==> config.mk <==
export PLATFORM = sky130hd
export DESIGN_NAME = dmem_axi_bridge
export DESIGN_NICKNAME = d
export VERILOG_FILES = /design/src/rtl/dmem_axi_bridge.sv
export SDC_FILE = /design/constraint.sdc
export NUM_CORES = 1
export LEC_CHECK = 0
export ABC_CLOCK_PERIOD_IN_PS = 2930
export CAP_MARGIN = 25
export CELL_PAD_IN_SITES_DETAIL_PLACEMENT = 0
export CELL_PAD_IN_SITES_GLOBAL_PLACEMENT = 2
export CORE_ASPECT_RATIO = 2
export CORE_UTILIZATION = 18
export CTS_CLUSTER_SIZE = 10
export DETAILED_ROUTE_END_ITERATION = 7
export GPL_ROUTABILITY_DRIVEN = 0
export HOLD_SLACK_MARGIN = 0.06
export PLACE_DENSITY = 0.83
export SYNTH_ARGS = -nofsm -noshare
export SYNTH_HDL_FRONTEND = slang
export SYNTH_SLANG_ARGS = --single-unit
==> constraint.sdc <==
create_clock -name clock -period 2.93 [get_ports clock]
set_input_delay 0.4395 -clock clock [delete_from_list [all_inputs] [get_ports clock]]
set_output_delay 0.4395 -clock clock [all_outputs]
set_load 0.01 [all_outputs]
==> src/rtl/dmem_axi_bridge.sv <==
// Data-side AXI4 master bridge between mem_stage and the data bus.
// Handles one single-beat transaction at a time: a load (AR/R) or a posted store (AW/W/B).
module dmem_axi_bridge #(
  parameter int unsigned ADDR_W = 64,
  parameter int unsigned DATA_W = 64,
  parameter int unsigned AXI_ID = 0
) (
  input  logic                clock,
  input  logic                reset,
  // core load side
  input  logic                rvalid,
  input  logic [ADDR_W-1:0]   raddr,
  input  logic [1:0]          rsize,
  output logic                r_ready,
  output logic [DATA_W-1:0]   data_read,
  output logic [1:0]          resp,
  // core store side
  input  logic                wvalid,
  input  logic [ADDR_W-1:0]   waddr,
  input  logic [DATA_W-1:0]   wdata,
  input  logic [DATA_W/8-1:0] wmask,
  output logic                axi_w_isbusy,
  // AXI AR
  output logic                ar_valid,
  input  logic                ar_ready,
  output logic [ADDR_W-1:0]   ar_addr,
  output logic [2:0]          ar_size,
  output logic [7:0]          ar_len,
  output logic [1:0]          ar_burst,
  output logic [3:0]          ar_id,
  // AXI R
  input  logic                r_valid_i,
  output logic                r_ready_o,
  input  logic [DATA_W-1:0]   r_data,
  input  logic [1:0]          r_resp,
  input  logic                r_last,
  input  logic [3:0]          r_id,
  // AXI AW
  output logic                aw_valid,
  input  logic                aw_ready,
  output logic [ADDR_W-1:0]   aw_addr,
  output logic [2:0]          aw_size,
  output logic [7:0]          aw_len,
  output logic [1:0]          aw_burst,
  output logic [3:0]          aw_id,
  // AXI W
  output logic                w_valid,
  input  logic                w_ready,
  output logic [DATA_W-1:0]   w_data,
  output logic [DATA_W/8-1:0] w_strb,
  output logic                w_last,
  // AXI B
  input  logic                b_valid,
  output logic                b_ready,
  input  logic [1:0]          b_resp,
  input  logic [3:0]          b_id
);

  localparam int unsigned StrbW = DATA_W / 8;

  typedef enum logic [2:0] {
    StIdle,
    StRdAr,
    StRdR,
    StRdDone,
    StWrReq,
    StWrB
  } state_e;

  state_e              state_q, state_d;
  logic                ar_valid_q, ar_valid_d;
  logic [ADDR_W-1:0]   ar_addr_q, ar_addr_d;
  logic [2:0]          ar_size_q, ar_size_d;
  logic                r_ready_o_q, r_ready_o_d;
  logic                ld_done_q, ld_done_d;
  logic [DATA_W-1:0]   data_read_q, data_read_d;
  logic [1:0]          resp_q, resp_d;
  logic                aw_valid_q, aw_valid_d;
  logic [ADDR_W-1:0]   aw_addr_q, aw_addr_d;
  logic [2:0]          aw_size_q, aw_size_d;
  logic                w_valid_q, w_valid_d;
  logic [DATA_W-1:0]   w_data_q, w_data_d;
  logic [StrbW-1:0]    w_strb_q, w_strb_d;
  logic                aw_done_q, aw_done_d;
  logic                w_done_q, w_done_d;
  logic                b_ready_q, b_ready_d;
  logic                busy_q, busy_d;

  logic aw_hs, w_hs;

  // Ignored slave fields; the bridge only ever has one beat in flight.
  logic unused_inputs;
  assign unused_inputs = ^{r_last, r_id, b_resp, b_id};

  // Store size follows the number of enabled byte lanes; irregular masks use a full beat.
  function automatic logic [2:0] size_from_mask(input logic [StrbW-1:0] m);
    int unsigned cnt;
    cnt = 0;
    for (int i = 0; i < int'(StrbW); i++) begin
      cnt += 32'(m[i]);
    end
    case (cnt)
      8:       size_from_mask = 3'd3;
      4:       size_from_mask = 3'd2;
      2:       size_from_mask = 3'd1;
      1:       size_from_mask = 3'd0;
      default: size_from_mask = 3'd3;
    endcase
  endfunction

  assign aw_hs = aw_valid_q & aw_ready;
  assign w_hs  = w_valid_q & w_ready;

  always_comb begin
    state_d     = state_q;
    ar_valid_d  = ar_valid_q;
    ar_addr_d   = ar_addr_q;
    ar_size_d   = ar_size_q;
    r_ready_o_d = r_ready_o_q;
    ld_done_d   = 1'b0;
    data_read_d = data_read_q;
    resp_d      = resp_q;
    aw_valid_d  = aw_valid_q;
    aw_addr_d   = aw_addr_q;
    aw_size_d   = aw_size_q;
    w_valid_d   = w_valid_q;
    w_data_d    = w_data_q;
    w_strb_d    = w_strb_q;
    aw_done_d   = aw_done_q;
    w_done_d    = w_done_q;
    b_ready_d   = b_ready_q;
    busy_d      = busy_q;

    case (state_q)
      StIdle: begin
        // A read wins if both requests show up together.
        if (rvalid) begin
          ar_addr_d  = raddr;
          ar_size_d  = {1'b0, rsize};
          ar_valid_d = 1'b1;
          state_d    = StRdAr;
        end else if (wvalid) begin
          aw_addr_d  = waddr;
          aw_size_d  = size_from_mask(wmask);
          w_data_d   = wdata;
          w_strb_d   = wmask;
          aw_valid_d = 1'b1;
          w_valid_d  = 1'b1;
          aw_done_d  = 1'b0;
          w_done_d   = 1'b0;
          busy_d     = 1'b1;
          state_d    = StWrReq;
        end
      end
      StRdAr: begin
        if (ar_ready) begin
          ar_valid_d  = 1'b0;
          r_ready_o_d = 1'b1;
          state_d     = StRdR;
        end
      end
      StRdR: begin
        if (r_valid_i) begin
          r_ready_o_d = 1'b0;
          data_read_d = r_data;
          resp_d      = r_resp;
          // A request withdrawn before the beat lands is a flush: no strobe.
          ld_done_d   = rvalid;
          state_d     = StRdDone;
        end
      end
      StRdDone: begin
        state_d = StIdle;
      end
      StWrReq: begin
        if (aw_hs) begin
          aw_valid_d = 1'b0;
          aw_done_d  = 1'b1;
        end
        if (w_hs) begin
          w_valid_d = 1'b0;
          w_done_d  = 1'b1;
        end
        if ((aw_done_q | aw_hs) && (w_done_q | w_hs)) begin
          b_ready_d = 1'b1;
          state_d   = StWrB;
        end
      end
      StWrB: begin
        if (b_valid) begin
          b_ready_d = 1'b0;
          busy_d    = 1'b0;
          state_d   = StIdle;
        end
      end
      default: begin
        state_d = StIdle;
      end
    endcase
  end

  always_ff @(posedge clock) begin
    if (reset) begin
      state_q     <= StIdle;
      ar_valid_q  <= 1'b0;
      ar_addr_q   <= '0;
      ar_size_q   <= '0;
      r_ready_o_q <= 1'b0;
      ld_done_q   <= 1'b0;
      data_read_q <= '0;
      resp_q      <= '0;
      aw_valid_q  <= 1'b0;
      aw_addr_q   <= '0;
      aw_size_q   <= '0;
      w_valid_q   <= 1'b0;
      w_data_q    <= '0;
      w_strb_q    <= '0;
      aw_done_q   <= 1'b0;
      w_done_q    <= 1'b0;
      b_ready_q   <= 1'b0;
      busy_q      <= 1'b0;
    end else begin
      state_q     <= state_d;
      ar_valid_q  <= ar_valid_d;
      ar_addr_q   <= ar_addr_d;
      ar_size_q   <= ar_size_d;
      r_ready_o_q <= r_ready_o_d;
      ld_done_q   <= ld_done_d;
      data_read_q <= data_read_d;
      resp_q      <= resp_d;
      aw_valid_q  <= aw_valid_d;
      aw_addr_q   <= aw_addr_d;
      aw_size_q   <= aw_size_d;
      w_valid_q   <= w_valid_d;
      w_data_q    <= w_data_d;
      w_strb_q    <= w_strb_d;
      aw_done_q   <= aw_done_d;
      w_done_q    <= w_done_d;
      b_ready_q   <= b_ready_d;
      busy_q      <= busy_d;
    end
  end

  assign r_ready      = ld_done_q;
  assign data_read    = data_read_q;
  assign resp         = resp_q;
  assign axi_w_isbusy = busy_q;

  assign ar_valid = ar_valid_q;
  assign ar_addr  = ar_addr_q;
  assign ar_size  = ar_size_q;
  assign ar_len   = 8'd0;
  assign ar_burst = 2'b01;
  assign ar_id    = 4'(AXI_ID);

  assign r_ready_o = r_ready_o_q;

  assign aw_valid = aw_valid_q;
  assign aw_addr  = aw_addr_q;
  assign aw_size  = aw_size_q;
  assign aw_len   = 8'd0;
  assign aw_burst = 2'b01;
  assign aw_id    = 4'(AXI_ID);

  assign w_valid = w_valid_q;
  assign w_data  = w_data_q;
  assign w_strb  = w_strb_q;
  assign w_last  = w_valid_q;

  assign b_ready = b_ready_q;

endmodule

==> results of run 1 <==
-- layer usage --
layer / track usage, % / wire length (µm)
met1: 13.0 / 13900
met2: 25.1 / 21200
met3: 4.38 / 3660
met4: 7.70 / 2010
met5: 0 / 22
-- state kept, by name, indices dropped and copies added, names as in the netlist --
| signal | cells |
|---|---|
| w_data | 64 |
| axi_w_isbusy | 1 |
| data_read | 64 |
| r_ready | 1 |
| w_done_q | 1 |
| b_ready | 1 |
| aw_size | 2 |
| aw_addr | 64 |
| ar_size | 2 |
| aw_done_q | 1 |
| w_last | 1 |
| aw_valid | 1 |
| ar_valid | 1 |
| ar_addr | 64 |
| w_strb | 8 |
| state_q | 3 |
| r_ready_o | 1 |
| resp | 2 |
-- logic make-up (layout without fill, tap and decap cells) --
kind of cell	Yosys count	in the layout
AOI/OAI and AO/OA	296	296
xor gates and xnor gates	3	3
adders and majority gates	7	7
buffers and inverters	140	631
DFF	282	282
other	2	35
and+or+nand+nor	568	568
-- synth_stat cells, types with 2 or more instances --
cell,instances
fa_1,4
nand2b_1,2
nor3_1,6
a32oi_1,2
inv_1,16
buf_2,19
o311ai_0,2
o21ai_0,3
a31oi_1,2
nand3b_1,3
nand3_1,2
ha_1,3
nand2_1,541
a21oi_1,278
dfxtp_1,282
a311oi_1,3
xnor2_1,2
buf_4,50
nor2_1,10
clkbuf_1,54
conb_1,2
-- layout by cell type (no fill, tap or decap), types with 2 or more instances in the layout --
cell type | synthesis | layout
diode_2 | 0 | 5
ha_1 | 3 | 2
nor2_1 | 10 | 9
xnor2_1 | 2 | 2
clkbuf_16 | 0 | 37
nor3_1 | 6 | 6
inv_2 | 0 | 3
clkdlybuf4s50_1 | 0 | 550
clkbuf_8 | 0 | 2
a32oi_1 | 2 | 2
a311oi_1 | 3 | 3
a21oi_1 | 278 | 278
fa_1 | 4 | 3
buf_4 | 50 | 12
buf_12 | 0 | 9
inv_1 | 16 | 12
nand2_1 | 541 | 540
conb_1 | 2 | 30
dfxtp_1 | 282 | 282
dlygate4sd2_1 | 0 | 2
o21ai_0 | 3 | 3
o311ai_0 | 2 | 2
a31oi_1 | 2 | 2
nand3b_1 | 3 | 3
-- final timing paths --
| kind | from | end | slack, ns | cells after the start |
|---|---|---|---|---|
| worst max-delay path | wmask[1] | aw_size[1] | 0.05 | 11 |
| worst min register to register | aw_addr[20] | aw_addr[20] | 0.45 | 2 |
| worst min-delay path | wmask[3] | w_strb[3] | 0.23 | 3 |
| worst max register to register | state_q[0] | data_read[58] | 0.92 | 5 |
-- power by group through the flow --
stage	sequential, mW	clock [mW]	combinational, mW
finish	4.39	3.84	2.50
global route	4.43	4.14	2.74
CTS	4.39	4.02	2.56
detailed placement	4.47	0	2.54
global placement	4.45	0	2.53
floorplan	4.58	0	1.01
-- worst max-delay path, stage by stage --
cell           delay (ns)
dlygate4sd2_1        0.23
inv_2                0.04
fa_1                 0.49
fa_1                 0.54
fa_1                 0.41
inv_1                0.07
ha_2                 0.18
inv_2                0.04
fa_2                 0.53
xnor2_1              0.07
a311oi_1             0.24
-- repair_timing --
action,CTS,global route
resized for setup,5,1
pin swaps,6,4
buffers inserted,1,1
endpoints found under the setup margin,2,2
endpoints found under the hold margin,0,0
-- cell type report --
type	count	area [µm²]
fillers	5999	38700
repair buffers	575	5810
flip-flops and latches	282	5650
multi-input cells	904	4010
clock buffers	39	943
well taps	750	938
inverters	16	67.6
diodes	5	12.5
clock inverters	1	7.51
-- metrics by stage --
stage / hold slack, ns / TNS, ns / power [mW] / instances
CTS: 0.313 / 0 / 11.0 / 2566
finish: 0.232 / 0 / 10.7 / 2572
global route: 0.209 / 0 / 11.3 / 2572
floorplan: 0.455 / -0.201 / 5.59 / 1326
detailed placement: 0.446 / -1.72 / 7.01 / 2525
global placement: 0.440 / -1.67 / 6.98 / 2525
==> metrics.md, run 1 <==
| Metric | Value |
|---|---|
| Core area | `56200 µm²` |
| Sw Share | `roughly 28%` |
| Root Driver | `clkbuf_16` |
| Clock Path Buffers | `3` |
| Maximum VDD drop | `between 0.0003 and 0.0004 V` |
| Worst-path clk slew | `0.05 ns` |
| Netlist cell types | `33` |
| Gate power share | `23.3%` |
| Largest area contributor in the netlist | `dfxtp_1` |
| Clock Latency Late Sink | `0.52 ns` |
| Leak | `6.06 nW` |
| Final slew viol count | `0` |
| Pre-CTS setup slack | `-0.872 ns` |
| Die X | `between 150 and 200 µm` |
| Tot GR Track Use | `13.6%` |
| H-tree levels | `2` |
| DRC violations left | `0` |
| WS Path Type | `in -> reg` |
| CTS Sinks | `282` |
| Crit end category | `flip-flop` |
| Initial Util | `a little under a fifth` |
| Final instance area | `17400 µm²` |
| Post-synth EDFFs | `0` |
| RSZ-0062 raised after global routing | `no` |
| Num CTS Buffers | `34` |
| FF+latch count, synth | `between 200 and 300` |
| Xor/xnor share of the synthesized area | `0.256%` |
| Slack of the critical path | `0.0549 ns` |
| Cell internal pwr | `7.68 mW` |
| Die footprint | `a little under 60000 µm²` |
| PwrDens | `616 nW/µm²` |
| Boundary Pins | `596` |
| Startpoint type of the worst setup path | `primary input` |
| Slew @ Worst Pin | `0.756 ns` |
| Worst Path Required | `3.34 ns` |
| Drt wl/cell | `between 15 and 20 µm` |
| Routed via count | `just over 10000` |
| Async set-reset flop share out of synthesis | `0%` |
| Initial antenna violation count | `8` |
| Number of detailed-route iterations in the first pass | `4` |
| CTS hold repair buffers | `0` |
| GRT overflow | `0` |
| Status | `completed` |
| Synth Area in Adders | `1.15%` |
| Sequential share of power | `40.9%` |
| Max Cap Viol | `0` |
| Final Setup Violations | `0` |
| Fin nets | `between 2000 and 2500` |
| Final hold viol count | `0` |
| Worst hold path class | `in -> reg` |
| First-pass GRT wire length | `60400 µm` |
| Antenna-violating nets left | `0` |
| Main flop type after synthesis | `dfxtp_1` |
| Fmax | `about 350 MHz` |
| Vias in the first global route | `10406` |
| Crit path arrival time | `3.28 ns` |
| Fin crit period | `roughly 2.9 ns` |
| Slew margin rel. | `49.6%` |
| FP Rows | `123` |
| Sequential fraction of the synthesis area | `55.1%` |
| Total Wirelength | `~41000 µm` |
| Synth-to-layout area growth | `70.1%` |
| Synth top area share | `55.1%` |
| Switching power | `about 3.1 mW` |
| Syn_area_per_cell | `7.90 µm²` |
| Synthesized instance count | `~1300` |
| Worst Path Max Fanout | `2` |
| Cell Area, Synth | `between 10000 and 15000 µm²` |
| DP Wirelength | `29800 µm` |
| Port bufs | `~550` |
| CTS tree | `built` |
| Synth Area in Compound Gates | `between 10% and 20%` |
| Post-layout util | `31.0%` |
| Main area contributors after synthesis | `dfxtp_1, nand2_1, a21oi_1` |
| Period utilization | `98.1%` |
| Synth Area in Simple Gates | `21.3%` |
| Skew final | `0.0187 ns` |
| Avg Vias per Cell | `approximately 4.0` |
| Clk pwr share | `35.8%` |
| Cell area after placement | `16500 µm²` |
| Die Height | `339 µm` |
| Mux cell area share after synthesis | `0%` |
| First DRT Iteration DRCs | `382` |
| YS warnings | `0` |
| Share of layout cells above drive strength 1 | `4.18%` |
| Largest net degree at the start of global routing | `85` |
| Main combinational cell family by area after synthesis | `simple AND/OR/NAND/NOR gates` |
Power figures use the tool's default switching activity.
==> inputs of run 2 (changes only) <==
--- a/config.mk
+++ b/config.mk
@@ -8,14 +8,14 @@
 export ABC_CLOCK_PERIOD_IN_PS = 2930
 export CAP_MARGIN = 25
 export CELL_PAD_IN_SITES_DETAIL_PLACEMENT = 0
-export CELL_PAD_IN_SITES_GLOBAL_PLACEMENT = 2
-export CORE_ASPECT_RATIO = 2
-export CORE_UTILIZATION = 18
+export CELL_PAD_IN_SITES_GLOBAL_PLACEMENT = 1
+export CORE_AREA = 4 4 229 231
 export CTS_CLUSTER_SIZE = 10
 export DETAILED_ROUTE_END_ITERATION = 7
+export DIE_AREA = 0 0 233 235
 export GPL_ROUTABILITY_DRIVEN = 0
 export HOLD_SLACK_MARGIN = 0.06
-export PLACE_DENSITY = 0.83
+export PLACE_DENSITY = 0.74
 export SYNTH_ARGS = -nofsm -noshare
 export SYNTH_HDL_FRONTEND = slang
 export SYNTH_SLANG_ARGS = --single-unit
==> run 2 against run 1 <==
Register-to-register slack lost 0.06 ns. Via count shrank 0.67%. Combinational power up 2%. Fmax grew 2.0%. Flip-flop and latch count unchanged. Die area fell by 5.5%. Wire length grew 0.19%. Worst setup slack better by 0.057 ns. Sequential share of layout area down 0.32 points. Power is 5.0% higher. Highest routed layer unchanged.
==> metrics.md, run 2 (same netlist as run 1, synthesis figures left out) <==
| Metric | Value |
|---|---|
| First-pass GRT wire length | `60500 µm (+0.21%)` |
| GRT overflow | `0 (unchanged)` |
| Die X | `233 µm (+36%)` |
| Period utilization | `96.2% (-2.0 points)` |
| Slew @ Worst Pin | `0.865 ns (+0.110 ns)` |
| Fill cell count | `5262 (-12%)` |
| Worst hold path class | `in -> reg` |
| Avg Vias per Cell | `4.10 (+1.7%)` |
| Synth-to-layout area growth | `71.8%` |
| WS Path Type | `in -> reg` |
| Fin crit period | `2.82 ns (-0.0574 ns)` |
| Final slew viol count | `0 (unchanged)` |
| Routed via count | `10304 (-0.67%)` |
| Die footprint | `54800 µm² (-5.5%)` |
| Critical hold path startpoint | `wmask[3]` |
| Fmax | `355 MHz (+2.0%)` |
| Antenna-violating nets left | `0 (unchanged)` |
| Number of detailed-route iterations in the first pass | `5 (+1)` |
| Worst r2r src | `state_q[0]` |
| Hold path depth | `3 (unchanged)` |
| CTS Sinks | `282 (unchanged)` |
| Initial antenna violation count | `3 (-5)` |
| Commonest non-fill, non-tap cell in the layout | `clkdlybuf4s50_1` |
| Final Setup Violations | `0 (unchanged)` |
| Worst setup startpoint | `wmask[1]` |
| FP Rows | `82 (-33%)` |
| Hold worst-path end | `w_strb[3]` |
| Share of layout cells above drive strength 1 | `4.95% (+0.77 points)` |
| Register area | `5650 µm² (unchanged)` |
| Leak | `6.20 nW (+2.4%)` |
| Final cell count without fillers | `2513 (-2.3%)` |
| Worst Path Required | `3.29 ns (-0.05 ns)` |
| Clock Path Buffers | `3 (unchanged)` |
| Tot GR Track Use | `14.0% (+0.37 points)` |
| Most frequent cells in the layout | `clkdlybuf4s50_1, nand2_1, dfxtp_1` |
| First DRT Iteration DRCs | `503 (+32%)` |
| Worst-path clk slew | `0.05 ns (about the same)` |
| H-tree levels | `2 (unchanged)` |
| Initial Util | `20.5% (+2.2 points)` |
| Final hold viol count | `0 (unchanged)` |
| Pre-CTS setup slack | `-0.858 ns (+0.0136 ns)` |
| Setup slack, reg-to-reg | `0.86 ns (-0.06 ns)` |
| Status | `completed` |
| Maximum VDD drop | `0.000417 V (+13%)` |
| Root Driver | `clkbuf_16` |
| Skew final | `0.0161 ns (-0.00257 ns)` |
| Dpl cells | `2456 (-2.7%)` |
| Vias in the first global route | `10062 (-3.3%)` |
| Setup TNS Final | `0 ns (unchanged)` |
| Drt wl/cell | `16.3 µm (+2.5%)` |
| Startpoint type of the worst setup path | `primary input` |
| Die Height | `235 µm (-31%)` |
| Total Wirelength | `40900 µm (+0.19%)` |
| Core area | `50100 µm² (-11%)` |
| Port bufs | `554 (unchanged)` |
| Fin nets | `2120 (+0.57%)` |
| Num CTS Buffers | `37 (+8.8%)` |
| Worst reg2reg path depth | `5 (unchanged)` |
| Slew margin rel. | `42.3% (-7.3 points)` |
| Crit end category | `flip-flop` |
| Clock Latency Late Sink | `0.53 ns (about the same)` |
| Slack of the critical path | `0.112 ns (+0.0574 ns)` |
| CTS hold repair buffers | `0 (unchanged)` |
| DP Wirelength | `30200 µm (+1.5%)` |
| CTS tree | `built` |
| Crit path arrival time | `3.18 ns (-0.10 ns)` |
| Largest net degree at the start of global routing | `105 (+24%)` |
| DRC violations left | `0 (unchanged)` |
| R2r endpoint | `w_data[53]` |
| Multi-input combinational cell area | `4010 µm² (unchanged)` |
| Worst Path Max Fanout | `2 (unchanged)` |
| PwrDens | `640 nW/µm² (+3.9%)` |
| Max Cap Viol | `0 (unchanged)` |
| Boundary Pins | `596 (unchanged)` |
==> run 2: changes by cell type in the layout (fill, tap and decap cells not counted), moves of 2 or more <==
cell and change:
buf_4 +6, clkbuf_1 +6, clkbuf_8 +2, diode_2 -3, bufinv_16 +4, buf_12 +3
==> run 2: cell type report <==
type	instances	area share, %
clock buffer	47	5.64
inverter	16	0.384
multi-input combinational	904	22.8
tap	672	4.77
clock inverter	6	0.760
sequential	282	32.1
antenna	2	0.0284
timing repair buffer	584	33.6
==> run 2: critical path: stages <==
cell and delay (ns):
dlygate4sd2_1 0.23, inv_2 0.05, fa_1 0.48, fa_1 0.54, fa_1 0.41, inv_1 0.07
ha_2 0.18, inv_2 0.04, fa_2 0.54, xnor2_1 0.12, a311oi_1 0.10
==> run 2: worst max-delay path by stage <==
stage,cells after the start,endpoint
after floorplan,10,aw_size[1]
after CTS,11,aw_size[1]
after global routing,11,aw_size[1]
final,11,aw_size[1]
after detailed placement,12,aw_size[0]
after global placement,11,aw_size[1]
==> run 2: routing by layer <==
| layer | vias up | global-route usage [%] | wire length (µm) |
|---|---|---|---|
| met3 | 56 | 4.30 | 3090 |
| li1 | 5163 | - | - |
| met5 | - | 0 | 8 |
| met2 | 322 | 24.9 | 20600 |
| met4 | 2 | 4.20 | 911 |
| met1 | 4761 | 16.0 | 16300 |
==> run 2: where the power goes <==
group          internal [mW]  switching, mW
logic                   1.29           1.26
clock network           2.71           1.63
registers               4.18          0.204
total                   8.18           3.09
==> run 2: through the flow <==
| step | hold WS (ns) | util (%) | cell area (µm²) | power (mW) |
|---|---|---|---|---|
| 2_1_floorplan | 0.455 | - | 10400 | 5.59 |
| 3_3_place_gp | 0.441 | 32.9 | 16500 | 7.02 |
| 3_5_place_dp | 0.445 | 32.9 | 16500 | 7.06 |
| 4_1_cts | 0.272 | 35.2 | 17600 | 11.5 |
| 5_1_grt | 0.221 | 35.2 | 17600 | 11.8 |
| 6_report | 0.224 | 35.2 | 17600 | 11.3 |
==> run 2: timing repair <==
item / CTS / global route
gates resized for setup: 3 / 2
endpoints found under the setup margin: 2 / 2
buffers inserted: 1 / 1
pin swaps: 8 / 4
==> inputs of run 3 (changes only) <==
--- a/config.mk
+++ b/config.mk
@@ -9,13 +9,13 @@
 export CAP_MARGIN = 25
 export CELL_PAD_IN_SITES_DETAIL_PLACEMENT = 0
 export CELL_PAD_IN_SITES_GLOBAL_PLACEMENT = 1
-export CORE_AREA = 4 4 229 231
+export CORE_AREA = 2 2 234 236
 export CTS_CLUSTER_SIZE = 10
 export DETAILED_ROUTE_END_ITERATION = 7
-export DIE_AREA = 0 0 233 235
+export DIE_AREA = 0 0 236 238
 export GPL_ROUTABILITY_DRIVEN = 0
 export HOLD_SLACK_MARGIN = 0.06
-export PLACE_DENSITY = 0.74
+export PLACE_DENSITY = 0.71
 export SYNTH_ARGS = -nofsm -noshare
 export SYNTH_HDL_FRONTEND = slang
 export SYNTH_SLANG_ARGS = --single-unit
==> run 3 against run 2 <==
Via count is 0.20% higher. Die area increased by 2.6%. Critical path depth is the same. Clock skew is 0.0017 ns lower. Register-to-register slack improved by 0.15 ns. Utilization down 2.5 points.
==> metrics.md, run 3 (same netlist as run 1, synthesis figures left out) <==
| Metric | Value |
|---|---|
| WS Path Type | `in -> reg` |
| Status | `completed` |
| Final slew viol count | `0 (unchanged)` |
| Synth-to-layout area growth | `70.8%` |
| Die footprint | `56200 µm² (+2.6%)` |
| Met1 usage | `15.3% (-0.71 points)` |
| Tot GR Track Use | `13.3% (-0.68 points)` |
| Largest delay share family, worst path | `adder cells` |
| WP buf/inv | `4 (unchanged)` |
| Setup TNS Final | `0 ns (unchanged)` |
| Sw Share | `28.1% (+0.68 points)` |
| Fin crit period | `2.85 ns (+0.0308 ns)` |
| Crit end category | `flip-flop` |
| Startpoint type of the worst setup path | `primary input` |
| First DRT Iteration DRCs | `373 (-26%)` |
| Crit path arrival time | `3.28 ns (+0.10 ns)` |
| Worst Path Required | `3.36 ns (+0.07 ns)` |
| Crit-path cells | `clkdlybuf4s15_1 > inv_2 > fa_1 > fa_1 > fa_1 > inv_1 > ha_2 > inv_2 > fa_2 > xnor2_2 > a311oi_2` |
| Total Wirelength | `39500 µm (-3.4%)` |
| Share of layout cells above drive strength 1 | `4.60% (-0.35 points)` |
| Drt wl/cell | `15.7 µm (-3.8%)` |
| Commonest non-fill, non-tap cell in the layout | `clkdlybuf4s50_1` |
| Worst hold path class | `in -> reg` |
| Hold path depth | `3 (unchanged)` |
| Pre-CTS setup slack | `-0.889 ns (-0.0308 ns)` |
| Skew final | `0.0145 ns (-0.00166 ns)` |
| CTS tree | `built` |
| Switching power | `3.10 mW (+0.41%)` |
| Critical hold path startpoint | `wmask[0]` |
| Number of detailed-route iterations in the first pass | `4 (-1)` |
| Port bufs | `554 (unchanged)` |
| Slowest stage delay, CP | `0.54 ns (about the same)` |
| Global routing usage on met3 | `4.38% (+0.085 points)` |
| Max Cap Viol | `0 (unchanged)` |
| Setup slack, reg-to-reg | `1.01 ns (+0.15 ns)` |
| Clock Latency Late Sink | `0.53 ns (about the same)` |
| Slack of the critical path | `0.0815 ns (-0.0308 ns)` |
| Cell internal pwr | `7.94 mW (-2.9%)` |
| Maximum VDD drop | `0.000412 V (-1.2%)` |
| Slew margin rel. | `65.3% (+23 points)` |
| Hold worst-path end | `w_strb[0]` |
| Boundary Pins | `596 (unchanged)` |
| GRT overflow | `0 (unchanged)` |
| WHS | `0.192 ns (-0.0321 ns)` |
| Worst reg2reg path depth | `5 (unchanged)` |
| Met2 layer usage reported by global route | `23.0% (-1.8 points)` |
| CTS Sinks | `282 (unchanged)` |
| Slowest CP cell | `fa_1` |
| Period utilization | `97.2% (+1.1 points)` |
| PwrDens | `631 nW/µm² (-1.4%)` |
| FP Rows | `85 (+3.7%)` |
| Sequential share of power | `39.7% (+0.8 points)` |
| Die Height | `238 µm (+1.3%)` |
| Dpl cells | `2470 (+0.57%)` |
| Num CTS Buffers | `36 (-2.7%)` |
| Root Driver | `clkbuf_16` |
| R2r endpoint | `ar_addr[46]` |
| Vias in the first global route | `10197 (+1.3%)` |
| Clock Path Buffers | `3 (unchanged)` |
| Initial Util | `19.2% (-1.3 points)` |
| Initial antenna violation count | `1 (-2)` |
| Slew @ Worst Pin | `0.520 ns (-0.345 ns)` |
| Leak | `6.13 nW (-1.2%)` |
| Gate power share | `22.9% (+0.3 points)` |
| Most frequent cells in the layout | `clkdlybuf4s50_1, nand2_1, dfxtp_1` |
| Worst Path Max Fanout | `2 (unchanged)` |
| Final hold viol count | `0 (unchanged)` |
| Antenna-violating nets left | `0 (unchanged)` |
| DRC violations left | `0 (unchanged)` |
| Fmax | `351 MHz (-1.1%)` |
| CP dominant cell by count | `fa_1` |
| Core area | `53500 µm² (+6.8%)` |
| Worst-path clk slew | `0.05 ns (about the same)` |
| Routed via count | `10325 (+0.20%)` |
| Overall power | `11.0 mW (-2.0%)` |
| Largest net degree at the start of global routing | `91 (-13%)` |
| Fin nets | `2109 (-0.52%)` |
| H-tree levels | `2 (unchanged)` |
| Clk pwr share | `37.4% (-1.0 points)` |
| DP Wirelength | `28400 µm (-6.0%)` |
| Final cell count without fillers | `2523 (+0.40%)` |
| GR peak layer | `met2` |
| Worst r2r src | `state_q[0]` |
| Avg Vias per Cell | `4.09 (-0.19%)` |
| Die X | `236 µm (+1.3%)` |
| First-pass GRT wire length | `59100 µm (-2.3%)` |
| Diodes inserted | `0 (-2)` |
| Final Setup Violations | `0 (unchanged)` |
## run 3: changes by cell type in the layout (fill, tap and decap cells not counted), moves of 2 or more
cell           delta
buf_4            -10
bufinv_16         -3
clkbuf_8          +2
diode_2           -2
dlygate4sd2_1     -2
## run 3: stage by stage
stage / area [µm²] / utilization [%]
after floorplan: 10400 / -
after global placement: 16400 / 30.7
after detailed placement: 16400 / 30.7
after CTS: 17500 / 32.7
after global routing: 17500 / 32.7
final: 17500 / 32.7
## run 3: final cells by class
class / count / area [µm²]
well taps: 696 / 871
clock inverters: 3 / 42.5
clock buffers: 48 / 1020
multi-input cells: 904 / 4020
repair buffers: 574 / 5840
fillers: 5590 / 36000
inverters: 16 / 67.6
flip-flops and latches: 282 / 5650
## run 3: repair_timing
action	in CTS	in global routing
cloned	0	0
endpoints found under the setup margin	2	1
resized for setup	6	6
pin swaps	3	6
hold buffers	0	0
buffers inserted	1	1
## run 3: power groups by stage
stage               Clock (mW)  Combinational [mW]  Sequential (mW)
global placement             0                2.51             4.45
floorplan                    0                1.01             4.58
detailed placement           0                2.53             4.46
global route              4.45                2.75             4.42
CTS                       4.31                2.55             4.39
finish                    4.13                2.53             4.38
## run 3: worst register-to-register path, cell delays in order, from the launching register on
cell and delay [ns]:
dfxtp_1 0.46, nor3_4 0.38, and2_2 0.41, buf_12 0.29
nand2_1 0.17, a21oi_1 0.12
## run 3: worst max path at each step
| stage | startpoint | endpoint | slack, ns | depth (start not counted) |
|---|---|---|---|---|
| 6_report | wmask[1] | aw_size[1] | 0.08 | 11 |
| 5_1_grt | wmask[1] | aw_size[1] | -0.002 | 11 |
| 4_1_cts | wmask[3] | aw_size[1] | 0.04 | 11 |
| 3_5_place_dp | wmask[3] | aw_size[1] | -0.89 | 11 |
| 3_3_place_gp | wmask[3] | aw_size[0] | -0.82 | 12 |
| 2_1_floorplan | wmask[3] | aw_size[1] | -0.10 | 10 |
## run 3: per-layer routing
metal  vias to the layer above  wire length, µm
li1                       5140                -
met1                      4784            16100
met2                       334            19200
met3                        65             3060
met4                         2             1080
met5                         -               13
